[config.mk]
export PLATFORM = sky130hd
export DESIGN_NAME = text_lcd_responder
export DESIGN_NICKNAME = d
export VERILOG_FILES = /design/src/rtl/text_lcd_pkg.sv /design/src/rtl/lcd_bus_sync.sv /design/src/rtl/text_lcd_responder.sv
export SDC_FILE = /design/constraint.sdc
export NUM_CORES = 1
export LEC_CHECK = 0
export BUFFER_PORTS_ARGS = -buffer_cell sky130_fd_sc_hd__buf_4
export CELL_PAD_IN_SITES_DETAIL_PLACEMENT = 0
export CELL_PAD_IN_SITES_GLOBAL_PLACEMENT = 1
export CORE_MARGIN = 2
export CORE_UTILIZATION = 60
export DETAILED_ROUTE_END_ITERATION = 6
export GPL_TIMING_DRIVEN = 0
export PLACE_DENSITY = 0.95
export SYNTH_ARGS = -nofsm -noshare
export SYNTH_HDL_FRONTEND = slang
export SYNTH_SLANG_ARGS = --single-unit
[constraint.sdc]
create_clock -name clk -period 9.5 [get_ports clk]
set_clock_uncertainty 0.1 [all_clocks]
set_input_delay 1.425 -clock clk [delete_from_list [all_inputs] [get_ports clk]]
set_output_delay 1.425 -clock clk [all_outputs]
set_load 0.01 [all_outputs]
[src/rtl/text_lcd_pkg.sv]
// Shared types, instruction opcodes and DDRAM address-map helpers for the
// HD44780-style text-LCD responder.
package text_lcd_pkg;

   typedef enum logic [1:0] {
      ST_CLEAR = 2'd0,
      ST_IDLE  = 2'd1,
      ST_BUSY  = 2'd2
   } lcd_state_t;

   localparam logic [7:0] INS_CLEAR = 8'h01;
   localparam logic [7:0] INS_HOME  = 8'h02;
   localparam logic [7:0] INS_ENTRY = 8'h04;
   localparam logic [7:0] INS_DISP  = 8'h08;
   localparam logic [7:0] INS_SHIFT = 8'h10;
   localparam logic [7:0] INS_FUNC  = 8'h20;
   localparam logic [7:0] INS_CGRAM = 8'h40;
   localparam logic [7:0] INS_DDRAM = 8'h80;

   localparam logic [7:0] CHAR_SPACE = 8'h20;
   localparam logic [6:0] LINE0_BASE = 7'h00;
   localparam logic [6:0] LINE1_BASE = 7'h40;
   localparam int         LINE_LEN   = 40;
   localparam int         DDRAM_SIZE = 80;

   function automatic logic addr_valid(input logic [6:0] a, input logic two);
      if (two) begin
         return (a < 7'(LINE_LEN)) ||
                ((a >= LINE1_BASE) && (a < (LINE1_BASE + 7'(LINE_LEN))));
      end else begin
         return a < 7'(DDRAM_SIZE);
      end
   endfunction

   // In two-line mode the second line (0x40..) packs directly after the first.
   function automatic logic [6:0] addr_index(input logic [6:0] a, input logic two);
      if (two && (a >= LINE1_BASE)) begin
         return a - (LINE1_BASE - 7'(LINE_LEN));
      end else begin
         return a;
      end
   endfunction

   function automatic logic [6:0] addr_step(input logic [6:0] a, input logic two,
                                            input logic inc);
      if (two) begin
         if (inc) begin
            if (a == 7'h27)      return LINE1_BASE;
            else if (a == 7'h67) return LINE0_BASE;
            else                 return a + 7'd1;
         end else begin
            if (a == LINE1_BASE)      return 7'h27;
            else if (a == LINE0_BASE) return 7'h67;
            else                      return a - 7'd1;
         end
      end else begin
         if (inc) return (a >= 7'h4F) ? 7'h00 : a + 7'd1;
         else     return ((a == 7'h00) || (a > 7'h4F)) ? 7'h4F : a - 7'd1;
      end
   endfunction

endpackage

[src/rtl/lcd_bus_sync.sv]
// Synchronises lcd_e and the bus bundle, holds the bus while E is high and
// produces a one-cycle strobe on the synchronised falling edge of E.
module lcd_bus_sync #(
   parameter int SYNC_STAGES = 2
) (
   input  logic       clk,
   input  logic       rst,
   input  logic       lcd_e,
   input  logic       lcd_rs,
   input  logic       lcd_rw,
   input  logic [7:0] lcd_data,
   output logic       e_level,
   output logic       e_held,
   output logic       strobe,
   output logic       held_rs,
   output logic       held_rw,
   output logic [7:0] held_data
);

   logic [SYNC_STAGES-1:0][10:0] pipe;
   logic                         e_prev;

   // E and the bus share one chain so they arrive with identical delay.
   always_ff @(posedge clk or posedge rst) begin
      if (rst) begin
         pipe <= '0;
      end else begin
         pipe[0] <= {lcd_e, lcd_rs, lcd_rw, lcd_data};
         for (int i = 1; i < SYNC_STAGES; i++) begin
            pipe[i] <= pipe[i-1];
         end
      end
   end

   assign e_level = pipe[SYNC_STAGES-1][10];

   always_ff @(posedge clk or posedge rst) begin
      if (rst) begin
         e_prev    <= 1'b0;
         held_rs   <= 1'b0;
         held_rw   <= 1'b0;
         held_data <= 8'h00;
      end else begin
         e_prev <= e_level;
         if (e_level) begin
            held_rs   <= pipe[SYNC_STAGES-1][9];
            held_rw   <= pipe[SYNC_STAGES-1][8];
            held_data <= pipe[SYNC_STAGES-1][7:0];
         end
      end
   end

   // e_held: E has been high long enough that the held bus is current.
   assign e_held = e_prev & e_level;
   assign strobe = e_prev & ~e_level;

endmodule

[src/rtl/text_lcd_responder.sv]
// Synthesizable HD44780-style text-LCD model: decodes bus transactions,
// keeps an 80-character DDRAM, address counter, busy flag and control flags.
module text_lcd_responder
   import text_lcd_pkg::*;
#(
   parameter int SYNC_STAGES  = 2,
   parameter int BUSY_CYCLES  = 4,
   parameter int CLEAR_CYCLES = 80
) (
   input  logic       clk,
   input  logic       rst,
   input  logic       lcd_e,
   input  logic       lcd_rs,
   input  logic       lcd_rw,
   input  logic [7:0] lcd_data,
   output logic [7:0] lcd_dout,
   output logic       lcd_dout_en,
   input  logic [6:0] rd_idx,
   output logic [7:0] rd_char,
   output logic [6:0] ac,
   output logic       busy,
   output logic       disp_on,
   output logic       cursor_on,
   output logic       blink_on,
   output logic       two_line,
   output logic       inc_mode,
   output logic       err_addr,
   output logic       overrun
);

   localparam int CNT_MAX = (CLEAR_CYCLES > BUSY_CYCLES) ? CLEAR_CYCLES : BUSY_CYCLES;
   localparam int CW      = $clog2(CNT_MAX + 1);

   logic          e_level, e_held, strobe, held_rs, held_rw;
   logic [7:0]    held_data;
   lcd_state_t    state, state_next;
   logic [CW-1:0] cnt, cnt_next;
   logic [6:0]    ac_next;
   logic          disp_next, cursor_next, blink_next, two_next, inc_next;
   logic          err_next, ovr_next;
   logic          we;
   logic [6:0]    widx, aidx;
   logic [7:0]    wdata, ddram_q;
   logic [7:0]    mem [0:DDRAM_SIZE-1];

   lcd_bus_sync #(.SYNC_STAGES(SYNC_STAGES)) u_sync (
      .clk       (clk),
      .rst       (rst),
      .lcd_e     (lcd_e),
      .lcd_rs    (lcd_rs),
      .lcd_rw    (lcd_rw),
      .lcd_data  (lcd_data),
      .e_level   (e_level),
      .e_held    (e_held),
      .strobe    (strobe),
      .held_rs   (held_rs),
      .held_rw   (held_rw),
      .held_data (held_data)
   );

   // Next-state, register updates and DDRAM write request.
   always_comb begin
      state_next  = state;
      cnt_next    = cnt;
      ac_next     = ac;
      disp_next   = disp_on;
      cursor_next = cursor_on;
      blink_next  = blink_on;
      two_next    = two_line;
      inc_next    = inc_mode;
      err_next    = err_addr;
      ovr_next    = overrun;
      we          = 1'b0;
      widx        = 7'd0;
      wdata       = CHAR_SPACE;
      case (state)
         ST_CLEAR: begin
            if (cnt < CW'(DDRAM_SIZE)) begin
               we   = 1'b1;
               widx = cnt[6:0];
            end else begin
               we   = 1'b0;
            end
            if (cnt == CW'(CLEAR_CYCLES - 1)) begin
               state_next = ST_IDLE;
               cnt_next   = '0;
            end else begin
               cnt_next   = cnt + CW'(1);
            end
            if (strobe && (!held_rw || held_rs)) ovr_next = 1'b1;
            else                                 ovr_next = overrun;
         end
         ST_BUSY: begin
            if (cnt == CW'(BUSY_CYCLES - 1)) begin
               state_next = ST_IDLE;
               cnt_next   = '0;
            end else begin
               cnt_next   = cnt + CW'(1);
            end
            if (strobe && (!held_rw || held_rs)) ovr_next = 1'b1;
            else                                 ovr_next = overrun;
         end
         ST_IDLE: begin
            if (strobe && !held_rw && held_rs) begin
               widx       = addr_index(ac, two_line);
               we         = (widx < 7'(DDRAM_SIZE));
               wdata      = held_data;
               ac_next    = addr_step(ac, two_line, inc_mode);
               state_next = ST_BUSY;
               cnt_next   = '0;
            end else if (strobe && !held_rw) begin
               state_next = ST_BUSY;
               cnt_next   = '0;
               // Highest set bit selects the instruction.
               if (|(held_data & INS_DDRAM)) begin
                  if (addr_valid(held_data[6:0], two_line)) begin
                     ac_next  = held_data[6:0];
                  end else begin
                     ac_next  = 7'h00;
                     err_next = 1'b1;
                  end
               end else if (|(held_data & INS_CGRAM)) begin
                  ac_next = ac;
               end else if (|(held_data & INS_FUNC)) begin
                  two_next = held_data[3];
               end else if (|(held_data & INS_SHIFT)) begin
                  if (!held_data[3]) ac_next = addr_step(ac, two_line, held_data[2]);
                  else               ac_next = ac;
               end else if (|(held_data & INS_DISP)) begin
                  disp_next   = held_data[2];
                  cursor_next = held_data[1];
                  blink_next  = held_data[0];
               end else if (|(held_data & INS_ENTRY)) begin
                  inc_next = held_data[1];
               end else if (|(held_data & INS_HOME)) begin
                  ac_next = 7'h00;
               end else if (|(held_data & INS_CLEAR)) begin
                  ac_next    = 7'h00;
                  inc_next   = 1'b1;
                  state_next = ST_CLEAR;
               end else begin
                  ac_next = ac;
               end
            end else if (strobe && held_rs) begin
               ac_next    = addr_step(ac, two_line, inc_mode);
               state_next = ST_BUSY;
               cnt_next   = '0;
            end else begin
               state_next = ST_IDLE;
            end
         end
         default: begin
            state_next = ST_CLEAR;
            cnt_next   = '0;
         end
      endcase
   end

   // Control state and architectural registers.
   always_ff @(posedge clk or posedge rst) begin
      if (rst) begin
         state     <= ST_CLEAR;
         cnt       <= '0;
         ac        <= 7'h00;
         busy      <= 1'b1;
         disp_on   <= 1'b0;
         cursor_on <= 1'b0;
         blink_on  <= 1'b0;
         two_line  <= 1'b0;
         inc_mode  <= 1'b1;
         err_addr  <= 1'b0;
         overrun   <= 1'b0;
      end else begin
         state     <= state_next;
         cnt       <= cnt_next;
         ac        <= ac_next;
         busy      <= (state_next != ST_IDLE);
         disp_on   <= disp_next;
         cursor_on <= cursor_next;
         blink_on  <= blink_next;
         two_line  <= two_next;
         inc_mode  <= inc_next;
         err_addr  <= err_next;
         overrun   <= ovr_next;
      end
   end

   // DDRAM is not reset; the clear sweep initialises it.
   always_ff @(posedge clk) begin
      if (we) mem[widx] <= wdata;
   end

   assign aidx    = addr_index(ac, two_line);
   assign ddram_q = (aidx < 7'(DDRAM_SIZE)) ? mem[aidx] : CHAR_SPACE;

   // Bus read drive and side readback port.
   always_ff @(posedge clk or posedge rst) begin
      if (rst) begin
         lcd_dout_en <= 1'b0;
         lcd_dout    <= 8'h00;
         rd_char     <= 8'h00;
      end else begin
         lcd_dout_en <= e_held & held_rw;
         if (e_held && held_rw) lcd_dout <= held_rs ? ddram_q : {busy, ac};
         else                   lcd_dout <= 8'h00;
         rd_char <= (rd_idx < 7'(DDRAM_SIZE)) ? mem[rd_idx] : 8'h00;
      end
   end

endmodule

Word level (Yosys, flattened, before mapping):

Memory sizes are Yosys's and may differ from the RTL's.
Index checks and enable logic that the tools add are counted.

* flip-flop bits (word level): 74
* memory bits (writable): 640
* bits of input ports: 20
* output and inout bits: 32
* word-level logic and storage cells: 154
* memories: 1

* add/sub/neg operators: 4
* magnitude comparators: 11
* equal/unequal tests: 15
* mux-type cells: 70
* bitwise logic cells: 11
* reductions and logical operators: 22

Memory list
* mem: depth 80, bits a word 8, read ports 2, clocked after Yosys merged registers in 0, wr ports 1, RTL line text_lcd_responder.sv:44 `logic [7:0] mem [0:DDRAM_SIZE-1];`

Operators with widths (number)
* 7-bit 2-to-1 mux: 35
* 8-bit 2-to-1 mux: 6
* 7-bit less-than comparator, second input constant: 6
* 2-bit 2-to-1 mux: 13
* 7-bit == test, second input constant: 3
* 7-bit greater-or-equal comparator, second input constant: 3
* 7-bit case mux with 3 select lines: 1
* 7-bit by 1-bit adder with 7-bit output, second input constant: 2
* 7-bit case mux with 2 select lines: 1
* 1-bit 2-to-1 mux: 12
* 4-bit by 3-bit != test with 1-bit output, second input constant: 3
* 10-bit AND reduction: 1
* 1-bit NOT: 8
* 8-bit AND reduction: 1
* 7-bit by 2-bit == test with 1-bit output, second input constant: 1
* 7-bit by 6-bit == test with 1-bit output, second input constant: 1
* 7-bit > comparator, second input constant: 1
* 1-bit logical AND: 7
* 7-bit zero test: 1
* 7-bit by 6-bit less-than comparator with 1-bit output, second input constant: 1
* 7-bit AND reduction: 1
* 7-bit by 1-bit subtractor with 7-bit output, second input constant: 1
* 7-bit by 5-bit subtractor with 7-bit output, second input constant: 1
* 6-bit by 1-bit != test with 1-bit output, second input constant: 1
* other kinds (17): 22

Logic depth before layout (Yosys ltp):

* word-level depth: 12
* gate-level depth with buffers: 12
* mapped depth without buffers: 8

Hierarchy:

From an unflattened synthesis, not the netlist that was laid out.

* cell total of the unflattened synthesis: 1886
* area, all modules: 34107.7 um^2

Modules (own cells, without submodules)
* text_lcd_responder: times used 1, cells each 1839, area an instance 33108.0 um^2, sequential area each 20246.9 um^2
* lcd_bus_sync: times used 1, cells each 47, area an instance 999.7 um^2, sequential area each 825.8 um^2

Least setup slack after synthesis:

Ideal clock, no wire load.

* kind: register -> register
* from: register u_sync.pipe, in the netlist u_sync.e_level
* to: memory mem[0][2], data pin
* library setup time: 574 ps
* data arrival time: 2869 ps
* data required time: 8826 ps
* setup slack: 5957 ps
* stages on the path, launching flop included: 5
* path buffers: 1
* period minus slack after synthesis: 3543 ps
* path through: dfrtp_1 > buf_2 > nor3b_1 > nand3_1 > nor2_1

* longest elaborated chain between the ends: 6

RTL lines
* from (decl): RTL line lcd_bus_sync.sv:20 `logic [SYNC_STAGES-1:0][10:0] pipe;`
* from (signal, indexed assignment): RTL line lcd_bus_sync.sv:30 `pipe[i] <= pipe[i-1];`
* 1-bit NOT: RTL line lcd_bus_sync.sv:55 `assign strobe = e_prev & ~e_level;`
* 1-bit bitwise AND: RTL line lcd_bus_sync.sv:55
* 1-bit logical AND (2 in a row): RTL line text_lcd_responder.sv:104 `if (strobe && !held_rw && held_rs) begin`
* 8-bit 2-to-1 mux: RTL line text_lcd_responder.sv:104
* 8-bit 2-to-1 mux: RTL line text_lcd_responder.sv:76 `case (state)`
* named net wdata[2]: RTL line text_lcd_responder.sv:43 `logic [7:0] wdata, ddram_q;`
* to (decl): RTL line text_lcd_responder.sv:44

The timed path passes the listed nets, and every way through them passes these cells.

Worst setup path after layout:

* from: register ac[3]
* to: memory mem[70][4] (enable)

* longest elaborated chain between the ends: 10
* elaborated cells between the ends (all ways): 13
* those cells by class: 1 x add/sub; 2 x order compare; 9 x mux; 1 x reduce/logical

RTL lines
* from (decl): RTL line text_lcd_responder.sv:20 `output logic [6:0] ac,`
* from (signal assigned): RTL line text_lcd_responder.sv:176 `ac <= ac_next;`
* 7-bit greater-or-equal comparator: RTL line text_lcd_pkg.sv:37 `if (two && (a >= LINE1_BASE)) begin`
* 1-bit logical AND: RTL line text_lcd_pkg.sv:37
* 7-bit 2-to-1 mux (*): RTL line text_lcd_pkg.sv:37
* 7-bit 2-to-1 mux (*): RTL line text_lcd_responder.sv:104
* 7-bit 2-to-1 mux (*): RTL line text_lcd_responder.sv:76
* 7-bit less-than comparator: RTL line text_lcd_responder.sv:106 `we = (widx < 7'(DDRAM_SIZE));`
* 1-bit 2-to-1 mux: RTL line text_lcd_responder.sv:104
* 1-bit case mux with 2 select lines: RTL line text_lcd_responder.sv:76
* 1-bit 2-to-1 mux: RTL line text_lcd_responder.sv:190 `if (we) mem[widx] <= wdata;`
* 1-bit 2-to-1 mux (implied by the code): RTL line text_lcd_responder.sv:190

Mark *: on every way between the ends. The rest lies on a longest branch, timed or not. The select of a mux whose other input is x is not followed.

==> summary.txt <==
STA
  – Setup TNS: 0 ps
  – Relative slew slack: 12.9%
  – Setup ws final: approximately 4100 ps
  – Final Max Tran Viols: 0
  – Max Clock Freq: around 190 MHz
  – Share of the clock period used by the worst path: between 50% and 60%
  – RSZ-0062 raised after global routing: false
  – Final Hold Vio Count: 0
  – Minimum clock period: 5370 ps
  – Final setup viols: 0
  – Least-Margin Pin Slew: roughly 1300 ps

Synthesis
  – Mean Syn Cell Area: around 18 sq um
  – Synth area leader: edfxtp_1
  – Simple-gate area share of the yosys netlist: between 5 and 6%
  – YS warnings: 0
  – Synthesis-stage register bit count: just over 700
  – Top cell type's share of synthesized area: roughly 56%
  – Mux cell area share after synthesis: approximately 26%
  – Post-synth EDFFs: 640
  – Async SR Flop Fraction: 10.4%
  – Top post-synthesis cells by area: edfxtp_1, mux4_2, dfrtp_1, nor2_1, nand2_1
  – Post-synthesis sequential area ratio: approximately 62%
  – Main combinational cell family by area after synthesis: multiplexers
  – Synth unique cells: 84
  – Adder-Cell Fraction of Synth Area: less than 1%
  – Count leader, synth: edfxtp_1
  – Post-synthesis compound-gate area fraction: 4.70%
  – Netlist area before placement: ~34000 sq um
  – Xor/xnor share of the synthesized area: 0.308%
  – Syn Nets: 1921
  – Most used DFF post-synth: edfxtp_1
  – Synth Instances: between 1500 and 2000
  – Synth top cells by count: edfxtp_1, mux4_2, nor2_1, nand2_1, dfrtp_1

Clock tree
  – CTS tree: built
  – Clk Latency, worst-skew pair: 640 ps
  – Post-CTS sizing: 0
  – CTS H-tree lvls: 3
  – Number of hold buffers added after cts: 0
  – Total CTS buffers: 74
  – Postcts setup bufs: 0
  – Root buffer cell: clkbuf_16
  – Clk slew on worst S/H paths: ~60 ps
  – Clock sink count: 714
  – Clock buffer depth: 3

Worst setup path
  – WS Path Type: flip-flop to flip-flop
  – Crit-path cells: buf_1 > inv_1 > ha_1 > nor2b_1 > o211ai_1 > and3_1 > o32ai_2 > nand3_1 > nor2_1
  – Critical path peak fanout: 10
  – Worst path bufs/invs: 2
  – Worst Setup Start Kind: flip-flop
  – Arrival time worst endpoint: roughly 5500 ps
  – Reg2Reg Launch Point: ac[3]
  – CP top delay family: simple AND/OR/NAND/NOR gates
  – Critical Path RT: 9660 ps
  – CP max-delay cell: nor2_1
  – Worst reg2reg path endpoint: mem[70][4]
  – CP endpoint kind: flip-flop
  – R2R depth: 9
  – FF-to-FF setup slack: 4130 ps
  – Crit-path max cell delay: 1180 ps

Global routing
  – Largest net degree at the start of global routing: between 80 and 90
  – First-pass GRT wire length: 164 mm
  – GR Overflow Total: 0
  – Initial antenna violation count: 11
  – Total Routing Usage GR: 40.3%
  – Vias in the first global route: 22100

Die
  – Die height: approximately 240 microns
  – Die area: around 59000 sq um
  – Core ar.: about 56000 sq um
  – Initial core utilization: 60.6%
  – Die Width: around 240 microns
  – Rows: 87
  – IO Pins: 52

Cells and area
  – Nets@finish: 2050
  – Storage element area: 21100 sq um
  – Fillers: roughly 3600
  – Post-Layout Cell Count: around 2800
  – Layout cells sized above 1: a little under a third
  – Multi-input logic area: about 12000 sq um
  – P&R area growth vs syn: 11.4%

Detailed routing
  – WL per Instance: around 41 microns
  – Via Count: 22500
  – Final WL: between 100 and 150 mm
  – Initial drt markers: 4251
  – Detail Route Antenna Nets: 0
  – DR pass1 iterations: 7
  – Drt drc: 2
  – Number of vias per cell: 7.91

Placed design
  – RePlAce Congestion: approximately 1
  – Placed Instances: around 2700
  – Hpwl dp: ~79 mm
  – Pre-CTS setup slack: 4350 ps
  – Port bufs: between 40 and 50

Power and ir drop
  – Leak: between 0.01 and 0.015 uW
  – Tot Pwr: 6510 uW
  – Worst vdd ir: 0.137 mV
  – Pwr Density: 171 nW/um^2

Status
  – Status: complete, but fails checks
  – Failing checks: DRC

Worst hold path
  – WHS Endpoint: u_sync.pipe[15]
  – Hold depth: 0
  – Hold Path Class: flip-flop to flip-flop
  – Hold_sp: u_sync.pipe[4]

Job
  – Max Cap Viol: 0
==> how the worst max path moves through the flow <==
stage,depth (start not counted),end,slack [ps],startpoint
2_1_floorplan,4,mem[0][2],5960,u_sync.e_level
3_3_place_gp,4,mem[64][2],3430,u_sync.e_level
3_5_place_dp,9,mem[70][2],4350,ac[3]
4_1_cts,9,mem[70][0],4390,ac[3]
5_1_grt,9,mem[70][4],4110,ac[3]
6_report,9,mem[70][4],4130,ac[3]
==> power by group <==
part	total (uW)	switching [uW]	internal [uW]
registers	3400	10.3	3390
logic	193	125	67.6
clock network	2920	1250	1670
total	6510	1390	5120
==> registers in the layout, indices dropped and copies added, names as in the netlist, 2 cells and up <==
signal,cells
mem,640
u_sync.pipe,21
lcd_dout,8
rd_char,8
u_sync.held_data,8
ac,7
cnt,7
state,2
==> stage by stage <==
step                hold slack [ps]  utilization [%]  instance area (sq um)
finish                          248             67.5                  38100
global route                    254             67.5                  38100
CTS                             248             67.5                  38000
detailed placement              235             63.2                  35600
global placement                236             62.9                  35400
floorplan                       231                -                  34200
==> final cells by class <==
| cell class | instances | share of cell area (%) |
|---|---|---|
| inverter | 20 | 0.204 |
| clock inverter | 37 | 0.927 |
| sequential | 714 | 55.4 |
| clock buffer | 97 | 5.40 |
| multi-input combinational | 1030 | 32.2 |
| timing repair buffer | 53 | 1.33 |
| tap | 756 | 2.49 |
| buffer | 130 | 2.03 |
| antenna | 4 | 0.0263 |
==> layout by cell type, fill, tap and decap left out, types with 7 or more instances in the layout <==
| master | count |
|---|---|
| nor2_1 | 124 |
| inv_1 | 18 |
| a22o_1 | 7 |
| a31oi_1 | 12 |
| clkbuf_8 | 7 |
| a21oi_1 | 36 |
| nand3_1 | 28 |
| edfxtp_1 | 640 |
| nand2b_1 | 7 |
| ha_1 | 7 |
| clkinv_1 | 13 |
| clkinv_2 | 11 |
| clkbuf_16 | 76 |
| buf_6 | 14 |
| a211oi_1 | 24 |
| buf_4 | 58 |
| dfrtp_1 | 72 |
| buf_12 | 10 |
| buf_1 | 9 |
| nor3_1 | 11 |
| nor2b_1 | 18 |
| mux2_2 | 15 |
| o21ai_0 | 38 |
| buf_2 | 47 |
| mux4_2 | 348 |
| mux4_1 | 13 |
| xnor2_1 | 9 |
| nand2_1 | 114 |
| o22ai_1 | 13 |
| clkbuf_1 | 55 |
| and3_1 | 19 |
| mux2i_1 | 38 |
| a22oi_1 | 18 |
==> cell families after synthesis <==
| logic type | count (synthesis) |
|---|---|
| compound gates | 228 |
| fa+ha+maj | 7 |
| mux | 414 |
| flops | 714 |
| xor+xnor | 12 |
| buf+inv | 150 |
| simple gates | 369 |
==> per-layer routing <==
metal | vias to the layer above | wire length [microns] | global-route usage [%]
met4 | 20 | 9490 | 25.1
met3 | 595 | 17600 | 14.6
met5 | - | 145 | 0
met1 | 11300 | 36400 | 50.2
li1 | 8241 | - | -
met2 | 2299 | 52800 | 60.8
No activity file was read; power rests on OpenSTA's default activity.
